**src/rtl/alu_pipe.sv**
```systemverilog
// alu_pipe: handshaked RV32/RV64 execute unit with a registered valid/ready result stage.
// Define ALU_MULDIV_EN to add the iterative M-extension multiply/divide engine.
module alu_pipe #(
  parameter int XLEN = 32
) (
  input  logic            clk,
  input  logic            reset,
  input  logic            in_valid,
  output logic            in_ready,
  input  logic [2:0]      funct3,
  input  logic            alt,
  input  logic            muldiv,
  input  logic [XLEN-1:0] x,
  input  logic [XLEN-1:0] y,
  output logic            out_valid,
  input  logic            out_ready,
  output logic [XLEN-1:0] out,
  output logic            busy
);
  localparam int SHW = $clog2(XLEN);
  logic            out_valid_q, out_valid_d, accept, md_op, idle;
  logic [XLEN-1:0] out_q, out_d, base_res;
  logic [SHW-1:0]  shamt;
  assign shamt = y[SHW-1:0];
  assign in_ready = !reset && idle && (!out_valid_q || out_ready);
  assign accept = in_valid && in_ready;
  assign out = out_q;
  assign out_valid = out_valid_q;
  always_comb begin
    case (funct3)
      3'b000:  base_res = alt ? x - y : x + y;
      3'b001:  base_res = x << shamt;
      3'b010:  base_res = {{(XLEN-1){1'b0}}, $signed(x) < $signed(y)};
      3'b011:  base_res = {{(XLEN-1){1'b0}}, x < y};
      3'b100:  base_res = x ^ y;
      3'b101:  base_res = alt ? $unsigned($signed(x) >>> shamt) : x >> shamt;
      3'b110:  base_res = x | y;
      default: base_res = x & y;
    endcase
  end
`ifdef ALU_MULDIV_EN
  typedef enum logic [1:0] {IDLE, RUN, FIX} state_t;
  state_t            state_q, state_d;
  logic [SHW-1:0]    cnt_q, cnt_d;
  logic [XLEN-1:0]   hi_q, hi_d, lo_q, lo_d, b_q, b_d;
  logic [2:0]        op_q, op_d;
  logic              neg_q, neg_d, rneg_q, rneg_d;
  logic              sx, sy, div0, ovf, ge;
  logic [XLEN-1:0]   xm, ym, spec_res, rsub, fix_res;
  logic [XLEN:0]     add_sum, rsh;
  logic [2*XLEN-1:0] prod, prod_s;
  assign md_op = muldiv;
  assign idle = state_q == IDLE;
  assign busy = !idle;
  // MUL is run unsigned: its low half does not depend on operand signedness
  assign sx = x[XLEN-1] & (funct3[2] ? !funct3[0] : funct3[1] ^ funct3[0]);
  assign sy = y[XLEN-1] & (funct3[2] ? !funct3[0] : funct3[1:0] == 2'b01);
  assign xm = sx ? -x : x;
  assign ym = sy ? -y : y;
  assign div0 = funct3[2] && y == '0;
  assign ovf = funct3[2] && !funct3[0] && x == {1'b1, {(XLEN-1){1'b0}}} && y == '1;
  assign spec_res = div0 ? (funct3[1] ? x : '1) : (funct3[1] ? '0 : x);
  // hi:lo is the product accumulator when multiplying, remainder:quotient when dividing
  assign add_sum = {1'b0, hi_q} + (lo_q[0] ? {1'b0, b_q} : '0);
  assign rsh = {hi_q, lo_q[XLEN-1]};
  assign ge = rsh >= {1'b0, b_q};
  assign rsub = rsh[XLEN-1:0] - b_q;
  assign prod = {hi_q, lo_q};
  assign prod_s = neg_q ? -prod : prod;
  assign fix_res = !op_q[2] ? (op_q[1:0] == 2'b00 ? prod_s[XLEN-1:0] : prod_s[2*XLEN-1:XLEN])
                 : op_q[1] ? (rneg_q ? -hi_q : hi_q) : (neg_q ? -lo_q : lo_q);
  always_comb begin
    state_d = state_q;
    cnt_d = cnt_q;
    hi_d = hi_q;
    lo_d = lo_q;
    b_d = b_q;
    op_d = op_q;
    neg_d = neg_q;
    rneg_d = rneg_q;
    out_d = out_q;
    out_valid_d = out_valid_q & ~out_ready;
    if (accept && (!md_op || div0 || ovf)) begin
      out_d = md_op ? spec_res : base_res;
      out_valid_d = 1'b1;
    end else if (accept) begin
      state_d = RUN;
      cnt_d = SHW'(XLEN - 1);
      hi_d = '0;
      lo_d = xm;
      b_d = ym;
      op_d = funct3;
      neg_d = sx ^ sy;
      rneg_d = sx;
    end else if (state_q == RUN) begin
      state_d = cnt_q == '0 ? FIX : RUN;
      cnt_d = cnt_q - SHW'(1);
      hi_d = op_q[2] ? (ge ? rsub : rsh[XLEN-1:0]) : add_sum[XLEN:1];
      lo_d = op_q[2] ? {lo_q[XLEN-2:0], ge} : {add_sum[0], lo_q[XLEN-1:1]};
    end else if (state_q == FIX) begin
      state_d = IDLE;
      out_d = fix_res;
      out_valid_d = 1'b1;
    end
  end
  always_ff @(posedge clk) begin
    if (reset) begin
      state_q <= IDLE;
      cnt_q <= '0;
    end else begin
      state_q <= state_d;
      cnt_q <= cnt_d;
    end
  end
  always_ff @(posedge clk) begin
    hi_q <= hi_d;
    lo_q <= lo_d;
    b_q <= b_d;
    op_q <= op_d;
    neg_q <= neg_d;
    rneg_q <= rneg_d;
  end
`else
  assign md_op = muldiv & 1'b0;
  assign idle = 1'b1;
  assign busy = 1'b0;
  always_comb begin
    out_d = accept && !md_op ? base_res : out_q;
    out_valid_d = (accept && !md_op) || (out_valid_q && !out_ready);
  end
`endif
  always_ff @(posedge clk) begin
    if (reset) begin
      out_q <= '0;
      out_valid_q <= 1'b0;
    end else begin
      out_q <= out_d;
      out_valid_q <= out_valid_d;
    end
  end
endmodule

```
**config.mk**
```make
export PLATFORM = sky130hd
export DESIGN_NAME = alu_pipe
export DESIGN_NICKNAME = d
export VERILOG_FILES = /design/src/rtl/alu_pipe.sv
export SDC_FILE = /design/constraint.sdc
export NUM_CORES = 1
export LEC_CHECK = 0
export BUFFER_PORTS_ARGS = -buffer_cell sky130_fd_sc_hd__buf_4
export CELL_PAD_IN_SITES_DETAIL_PLACEMENT = 0
export CELL_PAD_IN_SITES_GLOBAL_PLACEMENT = 1
export CORE_MARGIN = 8
export CORE_UTILIZATION = 48
export CTS_BUF_LIST = sky130_fd_sc_hd__clkbuf_16
export CTS_CLUSTER_DIAMETER = 120
export CTS_CLUSTER_SIZE = 14
export DETAILED_ROUTE_END_ITERATION = 10
export HOLD_SLACK_MARGIN = 0.12
export PLACE_DENSITY_LB_ADDON = 0.12
export SLEW_MARGIN = 15
export SYNTH_ARGS = -nofsm -noshare
export SYNTH_HDL_FRONTEND = slang
export SYNTH_SLANG_ARGS = --single-unit
export TNS_END_PERCENT = 5
```
**constraint.sdc**
```tcl
create_clock -name clk -period 6.37 [get_ports clk]
set_input_delay 0.9555 -clock clk [delete_from_list [all_inputs] [get_ports clk]]
set_output_delay 0.9555 -clock clk [all_outputs]
set_load 0.01 [all_outputs]
```
# Word level (Yosys, flattened, before mapping)
# Index checks and enable logic that the tools add are counted.
word_totals:
  elab_cells: 30
  register_bits: 33
  output_inout_bits: 35
  inputBits: 73
classes:
  magnitude_cmp: 2
  muxes: 3
  reduce_logical: 9
  n_addsub: 2
  n_shift: 3
  n_bitwise: 3
  eq_ne: 6
ops:
  columns: ["cell", "n"]
  rows:
  - ["one-hot mux 32 bit (7 select lines)", 1]
  - ["< comparator 32 bit", 2]
  - ["2-to-1 mux 32 bit", 2]
  - ["adder 32 bit", 1]
  - ["bitwise AND 32 bit", 1]
  - ["OR 32 bit", 1]
  - ["<< shifter 32 x 5 -> 32 bit", 1]
  - ["right shift 32 x 5 -> 32 bit", 1]
  - [">>> shifter 32 x 5 -> 32 bit", 1]
  - ["subtractor 32 bit", 1]
  - ["XOR 32 bit", 1]
  - ["== test 3 bit, second input constant", 3]
  - ["== test 3 x 2 -> 1 bit, second input constant", 2]
  - ["== test 3 x 1 -> 1 bit, second input constant", 1]
  - ["logical AND 1 bit", 3]
  - ["zero test 1 bit", 3]
  - ["zero test 3 bit", 1]
  - ["logical OR 1 bit", 2]

# Logic depth before layout (Yosys ltp)
# Gate-level depths: netlist of the first run.
depth:
  depth_word: 5
  ltp_mapped: 15
  mapped_depth_nobuf: 12

# Least setup slack after synthesis of the first run
# No wires, ideal clock.
synth_path:
  path_kind: "in2reg"
  from: "input port y[3]"
  to: "register out_q[24], in the netlist out[24]"
  required_ns: 6.279
  stages: 14
  setup_slack_ns: 2.510
  arrival_ns: 3.769
  n_path_buf: 3
  setup_ns: 0.091
  cell_sequence: "clkbuf_1 -> inv_1 -> clkbuf_1 -> buf_1 -> ha_1 -> nor2_1 -> a221oi_1 -> o2111ai_1 -> a21boi_2 -> o21ai_1 -> a221oi_1 -> xnor2_1 -> nand2_1 -> a311oi_1"
synth_between:
  elab_chain_cells: 3
  elab_cells_between_ends: 8
  classes_between: "2 x add/sub; 3 x shift; 3 x mux"
synth_lines:
  columns: ["item", "line", "rtl"]
  rows:
  - ["start, declared", "14", "input logic [XLEN-1:0] y,"]
  - ["adder 32 bit, or another cell as far along", "31", "3'b000: base_res = alt ? x - y : x + y;"]
  - ["2-to-1 mux 32 bit (on tied branches)", "31, 36", null]
  - ["one-hot mux 32 bit (7 select lines) *", "30", "case (funct3)"]
  - ["end signal, assigned", "137", "out_q <= out_d;"]
  - ["end, declared", "22", "logic [XLEN-1:0] out_q, out_d, base_res;"]
# Mark *: on every way between the ends. The rest lies on a longest branch, timed or not.
# A chain may end at the register's enable or synchronous reset.

# Worst setup path in the final report of the first run
layout_path:
  from: "input port y[0]"
  to: "register out_q[14], in the netlist out[14]"
# Same word-level chain as after synthesis.

==> flow_summary_export.csv, run 1 <==
group,metric,value,unit
hold_path,worstHoldEndpoint,"out[12]$_SDFFE_PP0P_",
floorplanning,start_util,49.1,%
floorplanning,rows,52,
logic_synthesis,ys_top_cells_by_area,"ha_1, a21oi_1, mux4_2",
power,seqPwrFrac,16.2,%
grt,overflow,0,
clock_tree,ctsRootBufferMaster,"clkbuf_16",
grt,grt_usage,33.6,%
power,combPwrFrac,66.1,%
critical_path,timing_worst_setup_path_type,"input pin to register",
floorplanning,core_area,0.0203,mm^2
logic_synthesis,yosysUniqueCellTypes,87,
finish,diodes,0,
finish,design_area,0.0108,mm^2
sta,min_period,4.33,ns
clock_tree,cts_setup_buffers,0,
clock_tree,cts_buffer_depth,2,
sta,hold_viol,0,
critical_path,cp.required,6.53,ns
floorplanning,die_y,160,um
power,max-vdd-ir-drop,0.0918,mV
logic_synthesis,ys_ff_latch,33,
finish,most-common-layout-cells,"a21oi_1, nor2_1, nand2_1, buf_4, ha_1",
logic_synthesis,synth_edf_count,0,
placed_design,routabilityCongestion,1.03,
grt,grt_pass1_vias,10918,
floorplanning,die-area,0.0256,mm^2
clock_tree,htreeDepth,2,
critical_path,reg2reg_from,"out_valid$_SDFF_PP0_",
route,wl_per_cell,26.2,um
grt,grt_max_degree,82,
placed_design,dpl-instance-area,0.0106,mm^2
power,switching_power,0.734,mW
route,drc,0,
power,intPower,0.694,mW
clock_tree,cts_tree,"yes",
route,num_vias,11895,
power,switching_share,51.4,%
critical_path,cp-startpoint,"y[0]",
logic_synthesis,synth_top_cell_area_share,12.9,%
critical_path,critPathLaunchType,"input pin",
finish,fillCellCount,2154,
logic_synthesis,synth_ff_type,"dfxtp_1",
hold_path,holdCritPathClass,"register to register",
logic_synthesis,syn_nets,1641,
critical_path,critPathMaxFanout,50,
clock_tree,ctsResizeCount,0,
finish,layout_commonest_cell,"a21oi_1",
status,outcome,"complete, no violations",
floorplanning,die_x,160,um
finish,drive_gt1_share,13.4,%
sta,fin_worst_skew,0.00711,ns
grt,antenna_found_initial,0,
finish,area_growth,7.90,%
logic_synthesis,synth.yosys.seq_area_share,6.62,%
clock_tree,numCtsBuffers,5,
logic_synthesis,synth_top_cell_by_area,"ha_1",
grt,grt_pass1_wl,67500,um
clock_tree,clkTransAtPathRegs,0.06,ns
critical_path,reg2reg_slack,3.86,ns
critical_path,r2r_end,"out[17]$_SDFFE_PP0P_",
logic_synthesis,avgSynthCellArea,6.82,um^2
logic_synthesis,syn_area,0.00997,mm^2
power,p_leak,4.55,nW
route,dr.pass1.iters,8,
sta,relSlewSlack,25.1,%
run,max-cap-violations,0,
sta,tightest_slew,1.12,ns
sta,final.setup.tns,0,ns
clock_tree,clock-sinks,33,
route,ant_nets,0,
clock_tree,cts_hold_buf,0,
route,routed_wl,45500,um
critical_path,endpoint_kind,"register",
sta,rsz0062_at_grt,"false",
floorplanning,ios,108,
route,vias_per_cell,6.84,
sta,max_freq,231,MHz
finish,nets,1646,
route,initialDrtViolationCount,1642,
placed_design,port_buffers,105,
critical_path,r2r.worst_path.cells,10,
sta,final-setup-viol-count,0,
placed_design,place_ws,1.84,ns
logic_synthesis,synth_cells,1463,
sta,finalCritPeriodShare,67.9,%
hold_path,hp-start,"out[12]$_SDFFE_PP0P_",
logic_synthesis,async_flop_share,0,%
power,p_clk_share,17.7,%
sta,fin_ws,2.04,ns
clock_tree,insertion_delay,0.30,ns
power,power_density,133,mW/mm^2
logic_synthesis,synth_warnings,0,
hold_path,holdPathStages,2,
sta,drv_slew,0,
critical_path,worstPathArrival,4.49,ns
placed_design,hpwl,34800,um
## routing by layer
| layer | global-route usage, % | vias to the layer above | routed length, um |
|---|---|---|---|
| met5 | 0 | - | 0 |
| met4 | 16.4 | 0 | 2470 |
| met3 | 6.86 | 146 | 4550 |
| met2 | 52.9 | 771 | 20100 |
| met1 | 43.1 | 5595 | 18400 |
| li1 | - | 5383 | - |
## state kept, by name, summed over array words and instances, names as in the netlist
| name | flops |
|---|---|
| out | 32 |
| out_valid | 1 |
## power by group through the flow
stage,Clock [mW],Combinational [mW],Sequential (mW)
detailed placement,0,0.910,0.235
floorplan,0,0.606,0.240
CTS,0.251,0.915,0.231
global route,0.257,1.00,0.233
finish,0.253,0.944,0.231
global placement,0,0.908,0.235
## worst max-delay path: stages
cell	delay, ns
buf_4	0.45
buf_4	0.62
inv_1	0.37
ha_1	0.43
nand2_1	0.11
nand2_1	0.05
a21oi_1	0.47
a21o_1	0.27
o221ai_1	0.12
a21oi_1	0.25
o21ai_1	0.14
nor4b_2	0.19
## cells in the mapped netlist (all sizes together), types with 14 or more instances
cell and count:
nand2 126, ha 103, nor2 167, nor4 19, mux2i 51, o211ai 27
mux2 14, a21o 14, a21oi 193, nand3 23, o31ai 18, a31oi 16
o21ai 94, mux4 30, clkbuf 61, dfxtp 33, inv 106, nor3 45
xnor2 27, a211oi 30, buf 60, a221oi 16
## worst max-delay path by stage
stage | depth (start not counted) | end
2_1_floorplan | 14 | out[24]$_SDFFE_PP0P_
3_3_place_gp | 12 | out[24]$_SDFFE_PP0P_
3_5_place_dp | 12 | out[24]$_SDFFE_PP0P_
4_1_cts | 12 | out[24]$_SDFFE_PP0P_
5_1_grt | 12 | out[22]$_SDFFE_PP0P_
6_report | 12 | out[14]$_SDFFE_PP0P_
## per-stage QoR
stage	hold WS [ns]	std cells	utilization, %	total power [mW]
2_1_floorplan	0.481	1463	-	0.846
3_3_place_gp	0.446	1731	52.4	1.14
3_5_place_dp	0.451	1731	52.4	1.15
4_1_cts	0.461	1738	53.0	1.40
5_1_grt	0.482	1738	53.0	1.49
6_report	0.460	1738	53.0	1.43
## cells by family (layout without fill, tap and decap cells)
group	after synthesis	count (layout)	synth area share, %
fa+ha+maj	105	105	13.3
compound gates	526	526	33.9
other cells	1	1	0.0376
xor+xnor	27	27	2.37
simple gates	447	447	20.3
buf+inv	229	234	9.98
flops	33	33	6.62
mux	95	95	13.5
## cell type report
type / instances / area (um^2) / share of cell area, %
clock buffer: 5 / 125 / 1.16
clock inverter: 2 / 7.51 / 0.0698
inverter: 108 / 405 / 3.77
multi-input combinational: 1201 / 8330 / 77.4
sequential: 33 / 661 / 6.14
tap: 270 / 338 / 3.14
timing repair buffer: 119 / 893 / 8.30
Note: power is estimated with default switching activity, not from simulation.
==> run 2, diff against run 1 <==
- CORE_UTILIZATION: 48 -> 45
- clock period: 6.37 -> 4.5 ns (I/O delays scaled with it)
==> run 2 against run 1 <==
Via count fell by 0.40%. Design area rose by 1.4%. Flip-flop and latch count did not move. Combinational power rose by 44%. Largest cell class unchanged.
==> flow_summary_export.csv, run 2 (synthesis gave the netlist of run 1 again) <==
group,metric,value,unit
placed_design,dp.cells,1757,
clock_tree,cts_hold_buf,0,
run,max-cap-violations,0,
critical_path,endpoint_kind,"register",
critical_path,reg2reg_slack,2.05,ns
clock_tree,cts_tree,"yes",
finish,area_growth,9.41,%
sta,fin_worst_skew,0.00640,ns
critical_path,r2r_end,"out[14]$_SDFFE_PP0P_",
power,p_total,2.05,mW
power,intPower,0.998,mW
clock_tree,cts_buffer_depth,2,
hold_path,holdPathStages,2,
sta,final.setup.tns,0,ns
sta,relSlewSlack,42.6,%
clock_tree,clock-sinks,33,
clock_tree,cts_setup_buffers,0,
sta,min_period,3.68,ns
critical_path,cp.required,4.69,ns
grt,grt_pass1_vias,11064,
power,p_clk_share,17.4,%
grt,overflow,0,
route,num_vias,11848,
route,routed_wl,47200,um
clock_tree,numCtsBuffers,5,
hold_path,worstHoldEndpoint,"out[1]$_SDFFE_PP0P_",
critical_path,worstPathArrival,3.87,ns
route,drc,0,
sta,rsz0062_at_grt,"false",
floorplanning,core_area,0.0218,mm^2
power,switching_share,51.3,%
route,ant_nets,0,
power,seqPwrFrac,16.0,%
power,switching_power,1.05,mW
route,wl_per_cell,26.8,um
sta,drv_slew,0,
critical_path,critPathLaunchType,"input pin",
route,dr.pass1.iters,5,
clock_tree,htreeDepth,2,
finish,fin_cells,1765,
critical_path,r2r.worst_path.cells,8,
clock_tree,ctsRootBufferMaster,"clkbuf_16",
grt,grt_pass1_wl,69800,um
floorplanning,die_y,165,um
route,vias_per_cell,6.71,
power,p_leak,4.63,nW
floorplanning,start_util,45.7,%
finish,design_area,0.0109,mm^2
placed_design,hpwl,36800,um
critical_path,reg2reg_from,"out_valid$_SDFF_PP0_",
floorplanning,die_x,165,um
floorplanning,die-area,0.0272,mm^2
floorplanning,rows,54,
clock_tree,insertion_delay,0.30,ns
finish,most-common-layout-cells,"a21oi_1, nor2_1, buf_4, nand2_1, ha_1",
critical_path,critPathMaxFanout,7,
hold_path,holdCritPathClass,"register to register",
clock_tree,ctsResizeCount,0,
finish,largest_reg_flops,32,
finish,drive_gt1_share,14.3,%
sta,hold_ws,0.462,ns
route,initialDrtViolationCount,1564,
status,outcome,"complete, no violations",
grt,grt_max_degree,90,
grt,antenna_found_initial,0,
floorplanning,ios,108,
finish,layout_commonest_cell,"a21oi_1",
sta,max_freq,272,MHz
hold_path,hp-start,"out[1]$_SDFFE_PP0P_",
power,combPwrFrac,66.6,%
sta,tightest_slew,0.858,ns
placed_design,port_buffers,105,
finish,nets,1662,
sta,final-setup-viol-count,0,
finish,diodes,0,
placed_design,routabilityCongestion,1.00,
power,max-vdd-ir-drop,0.122,mV
sta,hold_viol,0,
sta,finalCritPeriodShare,81.8,%
placed_design,dpl-instance-area,0.0108,mm^2
power,power_density,188,mW/mm^2
clock_tree,clkTransAtPathRegs,0.06,ns
grt,grt_usage,33.8,%
critical_path,timing_worst_setup_path_type,"input pin to register",
run 2: cell count changes in the layout (fill, tap and decap cells not counted):
| cell | previous run | this run |
|---|---|---|
| buf_4 | 119 | 134 |
| buf_12 | 0 | 1 |
| clkinv_1 | 3 | 4 |
| clkinv_2 | 0 | 1 |
| inv_1 | 102 | 101 |
run 2: per-stage QoR:
step | utilization, % | worst slack (ns)
detailed placement | 49.4 | 0.660
global placement | 49.4 | 0.728
global route | 50.0 | 0.746
floorplan | - | 0.921
finish | 50.0 | 0.819
CTS | 50.0 | 0.958
run 2: power groups by stage:
stage               sequential, mW  clock [mW]  combinational (mW)
global route                 0.330       0.373                1.45
detailed placement           0.334           0                1.32
global placement             0.333           0                1.32
CTS                          0.327       0.361                1.33
finish                       0.328       0.357                1.36
floorplan                    0.340           0               0.857
run 2: area by class of cell:
class / count / area (um^2)
multi-input cells: 1201 / 8330
inverters: 108 / 405
repair buffers: 135 / 1030
fillers: 2355 / 10900
clock buffers: 5 / 125
well taps: 280 / 350
clock inverters: 3 / 12.5
flip-flops and latches: 33 / 661
run 2: worst max-delay path by stage:
stage,startpoint,end,depth (start not counted)
2_1_floorplan,y[3],out[24]$_SDFFE_PP0P_,14
3_3_place_gp,y[1],out[31]$_SDFFE_PP0P_,12
3_5_place_dp,y[1],out[31]$_SDFFE_PP0P_,12
4_1_cts,y[1],out[31]$_SDFFE_PP0P_,12
5_1_grt,y[1],out[31]$_SDFFE_PP0P_,12
6_report,y[1],out[31]$_SDFFE_PP0P_,12
run 2: layer usage:
metal | share of wire (%) | track usage, %
met1 | 41 | 44.1
met2 | 44 | 53.3
met3 | 10 | 6.26
met4 | 5.0 | 15.4
met5 | 0 | 0
run 2: worst max-delay path, cell delays in order:
cell and delay [ns]:
buf_4 0.18, clkinv_1 0.17, ha_1 0.38, a211oi_1 0.46, o311ai_2 0.24, a21oi_2 0.38, o21ai_1 0.24, a21boi_2 0.26
nor2_1 0.10, o311ai_1 0.54, a2bb2oi_1 0.14, o41ai_1 0.08
